**config.mk**
```make
export PLATFORM = sky130hd
export DESIGN_NAME = mem_bus_arbiter
export DESIGN_NICKNAME = d
export VERILOG_FILES = /design/src/rtl/mem_bus_arbiter.sv
export SDC_FILE = /design/constraint.sdc
export NUM_CORES = 1
export LEC_CHECK = 0
export ABC_CLOCK_PERIOD_IN_PS = 10400
export BUFFER_PORTS_ARGS = -buffer_cell sky130_fd_sc_hd__clkbuf_2
export CAP_MARGIN = 40
export CORE_UTILIZATION = 25
export CTS_CLUSTER_DIAMETER = 80
export DETAILED_ROUTE_END_ITERATION = 7
export GPL_ROUTABILITY_DRIVEN = 0
export PLACE_DENSITY = 0.53
export SYNTH_ARGS = -nofsm -noshare
export SYNTH_HDL_FRONTEND = slang
export SYNTH_SLANG_ARGS = --single-unit
```
**constraint.sdc**
```tcl
create_clock -name clk -period 10.4 [get_ports clk]
set_clock_uncertainty 0.2 [all_clocks]
set_input_delay 1.04 -clock clk [delete_from_list [all_inputs] [get_ports clk]]
set_output_delay 1.04 -clock clk [all_outputs]
set_load 0.05 [all_outputs]
```
**src/rtl/mem_bus_arbiter.sv**
```systemverilog
// mem_bus_arbiter
// Shares the single SOPC memory port between the instruction-fetch path (i_*)
// and the load/store path (d_*). Transactions are serialised onto the slave
// port (m_*). A pipeline stall is requested while either side is still waiting
// for its ack. Slave accesses that hang are aborted after TIMEOUT cycles.
//
// Handshake (all three ports): the requester raises req with stable fields and
// holds it until it sees a one-cycle ack. On the slave port, m_req is held
// until m_ack or a timeout abort. err qualifies ack and flags a timed-out access.
//
// Ports:
//   clk, rst                     clock, async active-high reset
//   i_req, i_addr                fetch request and address
//   i_rdata, i_ack, i_err        fetch response
//   d_req, d_we, d_sel           data request, write enable, byte enables
//   d_addr, d_wdata              data address and write data
//   d_rdata, d_ack, d_err        data response
//   m_req, m_we, m_sel           slave request and registered granted fields
//   m_addr, m_wdata
//   m_rdata, m_ack               slave response
//   stall_req                    pipeline stall while any access is outstanding
module mem_bus_arbiter #(
  parameter int ADDR_W    = 32,
  parameter int DATA_W    = 32,
  parameter int TIMEOUT   = 255,
  parameter int MAX_D_RUN = 4
) (
  input  logic                clk,
  input  logic                rst,
  input  logic                i_req,
  input  logic [ADDR_W-1:0]   i_addr,
  output logic [DATA_W-1:0]   i_rdata,
  output logic                i_ack,
  output logic                i_err,
  input  logic                d_req,
  input  logic                d_we,
  input  logic [DATA_W/8-1:0] d_sel,
  input  logic [ADDR_W-1:0]   d_addr,
  input  logic [DATA_W-1:0]   d_wdata,
  output logic [DATA_W-1:0]   d_rdata,
  output logic                d_ack,
  output logic                d_err,
  output logic                m_req,
  output logic                m_we,
  output logic [DATA_W/8-1:0] m_sel,
  output logic [ADDR_W-1:0]   m_addr,
  output logic [DATA_W-1:0]   m_wdata,
  input  logic [DATA_W-1:0]   m_rdata,
  input  logic                m_ack,
  output logic                stall_req
);

  localparam int TMO_W = $clog2(TIMEOUT + 1);
  localparam int RUN_W = $clog2(MAX_D_RUN + 1);
  localparam logic [TMO_W-1:0] TMO_LAST = TMO_W'(TIMEOUT - 1);
  localparam logic [RUN_W-1:0] RUN_MAX  = RUN_W'(MAX_D_RUN);

  typedef enum logic [1:0] {IDLE, BUSY_I, BUSY_D, RESP} state_t;

  state_t           state, state_d;
  logic [TMO_W-1:0] tmo;
  logic [RUN_W-1:0] d_run;
  logic             grant_i, grant_d;
  logic             done_ok, done_tmo;

  assign stall_req = (i_req & ~i_ack) | (d_req & ~d_ack);

  // Next state and per-cycle decisions. m_ack outside BUSY_x is ignored.
  always_comb begin
    state_d  = state;
    grant_i  = 1'b0;
    grant_d  = 1'b0;
    done_ok  = 1'b0;
    done_tmo = 1'b0;
    case (state)
      IDLE: begin
        // Data wins a tie unless it has already won MAX_D_RUN in a row
        // while the fetch side was waiting.
        if (i_req && d_req) begin
          if (d_run == RUN_MAX) grant_i = 1'b1;
          else                  grant_d = 1'b1;
        end else if (i_req) begin
          grant_i = 1'b1;
        end else if (d_req) begin
          grant_d = 1'b1;
        end
        if (grant_i) state_d = BUSY_I;
        if (grant_d) state_d = BUSY_D;
      end
      BUSY_I, BUSY_D: begin
        // An ack arriving in the last allowed cycle still completes normally.
        if (m_ack)                done_ok  = 1'b1;
        else if (tmo == TMO_LAST) done_tmo = 1'b1;
        if (done_ok || done_tmo) state_d = RESP;
      end
      RESP:    state_d = IDLE;
      default: state_d = IDLE;
    endcase
  end

  always_ff @(posedge clk or posedge rst) begin
    if (rst) state <= IDLE;
    else     state <= state_d;
  end

  always_ff @(posedge clk or posedge rst) begin
    if (rst) begin
      m_req   <= 1'b0;
      m_we    <= 1'b0;
      m_sel   <= '0;
      m_addr  <= '0;
      m_wdata <= '0;
      i_ack   <= 1'b0;
      i_err   <= 1'b0;
      i_rdata <= '0;
      d_ack   <= 1'b0;
      d_err   <= 1'b0;
      d_rdata <= '0;
      d_run   <= '0;
      tmo     <= '0;
    end else begin
      if (grant_i) begin
        // A fetch is always a full-word read.
        m_req   <= 1'b1;
        m_we    <= 1'b0;
        m_sel   <= '1;
        m_addr  <= i_addr;
        m_wdata <= '0;
        tmo     <= '0;
        d_run   <= '0;
      end else if (grant_d) begin
        m_req   <= 1'b1;
        m_we    <= d_we;
        m_sel   <= d_sel;
        m_addr  <= d_addr;
        m_wdata <= d_wdata;
        tmo     <= '0;
        if (!i_req)                d_run <= '0;
        else if (d_run != RUN_MAX) d_run <= d_run + RUN_W'(1);
      end

      if (done_ok || done_tmo) begin
        m_req <= 1'b0;
        tmo   <= '0;
        if (state == BUSY_I) begin
          i_ack   <= 1'b1;
          i_err   <= done_tmo;
          i_rdata <= done_ok ? m_rdata : '0;
        end else begin
          d_ack   <= 1'b1;
          d_err   <= done_tmo;
          d_rdata <= (done_ok && !m_we) ? m_rdata : '0;
        end
      end else if (state == BUSY_I || state == BUSY_D) begin
        tmo <= tmo + TMO_W'(1);
      end

      if (state == RESP) begin
        i_ack <= 1'b0;
        i_err <= 1'b0;
        d_ack <= 1'b0;
        d_err <= 1'b0;
      end
    end
  end

endmodule

```
# ---- Yosys cells after proc, flatten, opt, wreduce, memory -nomap -nowiden
# Cells that the tools add are included.
dict set report totals {
  reg_bits 151
  inputBits 138
  out_inout_bits 139
  word_cells 106
}
dict set report classes {
  addsub 2
  n_eq_ne 10
  n_mux 55
  bitwise_logic 6
  n_reduce_logical 19
}
# op n
set op_table {}
lappend op_table {{$mux W32} 6}
lappend op_table {{$mux W1} 35}
lappend op_table {{$mux W8} 4}
lappend op_table {{$mux W3} 4}
lappend op_table {{$reduce_and A2 Y1} 6}
lappend op_table {{$add A8 B1 Y8 const B} 1}
lappend op_table {{$eq A8 B8 Y1 const B} 1}
lappend op_table {{$mux W4} 2}
lappend op_table {{$mux W2} 3}
lappend op_table {{$ne A3 B3 Y1 const B} 2}
lappend op_table {{$pmux W2 S3} 1}
lappend op_table {{$reduce_bool A2 Y1} 3}
lappend op_table {{$eq A2 B2 Y1 const B} 2}
lappend op_table {{$reduce_bool A4 Y1} 1}
lappend op_table {{$add A3 B1 Y3 const B} 1}
lappend op_table {{$eq A3 B3 Y1 const B} 1}
lappend op_table {{$logic_or A1 B1 Y1} 3}
lappend op_table {{$ne A3 B1 Y1 const B} 1}
lappend op_table {{$not A1 Y1} 3}
lappend op_table {{$reduce_bool A3 Y1} 1}
lappend op_table {{$and A1 B1 Y1} 2}
lappend op_table {{$eq A2 B1 Y1 const B} 1}
lappend op_table {{$logic_and A1 B1 Y1} 2}
lappend op_table {{$logic_not A2 Y1} 1}
lappend op_table {{5 further kinds} 5}

# ---- Longest topological paths before layout
dict set report logic_depth {
  word_depth 9
  ltp_mapped 8
  mapped_depth_nobuf 6
}

# ---- Worst setup path after synthesis
# No wires, ideal clock.
dict set report synth_path {
  path_type {input-to-output}
  start {input port i_req}
  end {output port stall_req}
  arrival_ns 1.874
  t_required_ns 9.160
  setup_slack_ns 7.286
  stages 2
  path_buffers 0
  cell_sequence {inv_1 -> o22ai_1}
}
dict set report synth_via {
  elab_chain_cells 2
}
# item line
set synth_lines {}
lappend synth_lines {{from (decl)} 30} ;# input logic i_req,
lappend synth_lines {{$and A1 B1 Y1} 66} ;# assign stall_req = (i_req & ~i_ack) | (d_req & ~d_ack);
lappend synth_lines {{$or A1 B1 Y1} 66}
lappend synth_lines {{to (decl)} 50} ;# output logic stall_req
# No other way between the ends.

# ---- Worst setup path after layout
# Same ends and word-level chain as after synthesis.

==> flow_summary_export.csv <==
group,metric,value,unit
global_route,first_global_vias,5158,
yosys,post_synth_instance_area,6290,sq um
clock_network,tritoncts_clock_tree,"done",
yosys,synth_xor_area_share,0.278,%
yosys,synthesized_area_per_cell,11.3,sq um
clock_network,total_clock_sinks,151,
cells_and_area,final_design_area_no_fill,8520,sq um
critical_path,arrival,1900,ps
floorplan,floorplan.initialDensity,25.6,%
timing,maxClockFrequency,319,MHz
global_route,grt_antenna_before_repair,0,
clock_network,htree_num_levels,4,
clock_network,post_cts_buffers,0,
timing,worst_slew_pin_slew,898,ps
clock_network,ctsHoldBuffers,0,
run_status,run_status,"complete, no violations",
timing,final-hold-violation-count,0,
critical_path,path_class,"in2out",
pwr,p_int,1580,uW
clock_network,worst_skew_pair.late_latency,410,ps
timing,grt_setup_unrepaired,"false",
detailed_routing,totalWireLength,17.4,mm
critical_path,worst-endpoint-required,9160,ps
detailed_routing,drtIter0Drc,280,
timing,slew_viol_final,0,
detailed_routing,routed_via_density,4.41,
flow_run,max-cap-violations,0,
detailed_routing,drc,0,
yosys,synth_compound_gate_area_share,18.2,%
yosys,synth_seq_area_share,60.1,%
pwr,combPwrFrac,52.6,%
yosys,synth.ff_latch_count,151,
cells_and_area,area_of_the_multi_input_gates,2260,sq um
yosys,synth_top_family_by_area,"compound AO/OA/AOI/OAI gates",
global_route,grt_max_degree,85,
cells_and_area,area_delta_synth_final,35.5,%
yosys,synth_fa_ha_area_share,1.59,%
critical_path,cp_max_fo,5,
cells_and_area,layout_commonest_cell,"sky130_fd_sc_hd__clkbuf_2",
yosys,synth_nets,705,
floorplan,core_area,24500,sq um
global_route,grt_first_pass_wirelength,28.4,mm
cells_and_area,fillCellCount,2549,
floorplan,floorplan_die_area,25800,sq um
pwr,power.static_leakage,0.00435,uW
pwr,power.clock.fraction,17.5,%
yosys,synth_mux_area_share,5.59,%
timing,min_period,3140,ps
timing,hold_slack,273,ps
pwr,power.net_switching,1730,uW
clock_network,maximum_root_to_sink_buffer_count,2,
yosys,synth_simple_gate_area_share,9.81,%
timing,fin_crit_sh,30.2,%
timing,timing.max_slew.rel_slack,40.2,%
placement,dpl.hpwl,11.9,mm
placement,port_buffers,276,
yosys,post_synth_num_cell_types,45,
detailed_routing,drt_pass1_iterations,6,
clock_network,clock-root-buffer,"sky130_fd_sc_hd__clkbuf_16",
timing,setup_total_negative_slack,0,ps
floorplan,floorplan.die.width,161,um
yosys,yosys_synthesis_warning_count,0,
detailed_routing,detailroute.via_count,5130,
pwr,sequentialPowerShare,29.9,%
cells_and_area,layout.cells.most_common_list,"276 x sky130_fd_sc_hd__clkbuf_2, 151 x sky130_fd_sc_hd__dfrtp_1, 119 x sky130_fd_sc_hd__nand2_1",
detailed_routing,routed_len_inst,15.0,um
yosys,synthesis.instances,559,
min_path,hold_path_class,"reg2reg",
pwr,worst_ir_drop_vdd,0.162,mV
cells_and_area,final_layout_size_suffix_gt1_share,38.8,%
critical_path,crit_path_start_kind,"input pin",
cells_and_area,ff_latch_area,3780,sq um
timing,setup_viol,0,
clock_network,cts_inserted_buffers,17,
floorplan,chipHeight,161,um
floorplan,ioPinCount,277,
cells_and_area,finalNetCount,970,
global_route,overflow,0,
critical_path,critPathCaptureType,"primary output",
placement,placed_area,7970,sq um
clock_network,cts_resized,0,
pwr,power_density,389,nW/um^2
clock_network,path_clk_slew,60,ps
global_route,grt_use_total,14.0,%
floorplan,num_rows,57,
detailed_routing,antenna_left,0,
pwr,swShare,52.3,%
cells_and_area,postLayoutCoreUtil,34.7,%
[power groups by stage]
stage               Clock (uW)  Combinational [uW]  Sequential, uW
floorplan                    0                 521            1810
global placement             0                1750             990
detailed placement           0                1760             993
CTS                        607                1760             990
global route               632                1870            1020
finish                     581                1740             990
[stage by stage]
step	setup WS, ps	std cells	power [uW]
final	7260	1162	3310
after global routing	7200	1161	3520
after CTS	7230	1161	3360
after detailed placement	7230	1129	2760
after global placement	7230	1128	2740
after floorplan	5100	559	2330
[layer usage]
layer / vias to the layer above / part of all wire, % / track usage [%]
met4: 0 / 0.98 / 3.77
li1: 2498 / - / -
met2: 206 / 45 / 21.7
met3: 10 / 8.1 / 5.11
met5: - / 0 / 0
met1: 2416 / 46 / 18.3
[critical path, stage by stage]
cell                       delay [ps]
sky130_fd_sc_hd__clkbuf_2         150
sky130_fd_sc_hd__inv_1            100
sky130_fd_sc_hd__o22ai_1          240
sky130_fd_sc_hd__clkbuf_2         360
[state kept, by name, indices dropped and copies added (netlist names), 2 cells and up]
name	flops
state	2
m_wdata	32
d_rdata	32
m_addr	32
d_run	3
i_rdata	32
m_sel	4
tmo	8
[worst paths after layout]
check | startpoint | depth (start not counted) | endpoint | slack (ps)
max | i_req | 4 | stall_req | 7260
min | m_sel[2] | 2 | m_sel[2] | 270
max reg2reg | state[0] | 7 | m_addr[4] | 7740
min reg2reg | m_sel[2] | 2 | m_sel[2] | 270
max in group asynchronous | rst | 4 | tmo[7] | 8360
min in group asynchronous | rst | 2 | m_addr[6] | 550
[area by class of cell]
class                           count  share of cell area (%)
Antenna cell                        1                  0.0294
Clock buffer                       18                    5.15
Clock inverter                     14                    1.35
Inverter                           16                   0.763
Multi-Input combinational cell    355                    26.5
Sequential cell                   151                    44.3
Tap cell                          324                    4.76
Timing Repair Buffer              283                    17.1
[cells in the mapped netlist (all sizes together)]
cell type / number / share of area, %
a41oi: 1 / 0.14
inv: 16 / 0.95
a21o: 2 / 0.36
nand2: 119 / 7.1
buf: 24 / 2.8
o21a: 1 / 0.12
clkbuf: 13 / 0.78
o211ai: 1 / 0.12
o32ai: 1 / 0.14
nand4: 1 / 0.10
a21oi: 8 / 0.88
xnor2: 1 / 0.14
and3: 2 / 0.20
a311o: 1 / 0.16
a22o: 64 / 8.9
ha: 8 / 1.6
mux2i: 34 / 5.4
or3: 1 / 0.10
and4: 3 / 0.46
a221o: 1 / 0.16
nand2b: 2 / 0.20
a31oi: 5 / 0.50
o2bb2ai: 2 / 0.28
nor2b: 1 / 0.10
nand3: 4 / 0.52
o21ai: 78 / 6.2
nor2: 6 / 0.36
nor4bb: 1 / 0.16
nor3b: 1 / 0.12
dfrtp: 151 / 60
nor3: 1 / 0.079
mux2: 1 / 0.18
o22ai: 2 / 0.20
xor2: 1 / 0.14
nand3b: 1 / 0.32
[cell families (layout without fill, tap and decap cells)]
family / Yosys count / count (layout)
buf+inv: 53 / 331
xor+xnor: 2 / 2
flops: 151 / 151
compound gates: 167 / 167
other cells: 0 / 1
simple gates: 143 / 143
fa+ha+maj: 8 / 8
mux: 35 / 35
Power figures use the tool's default switching activity.
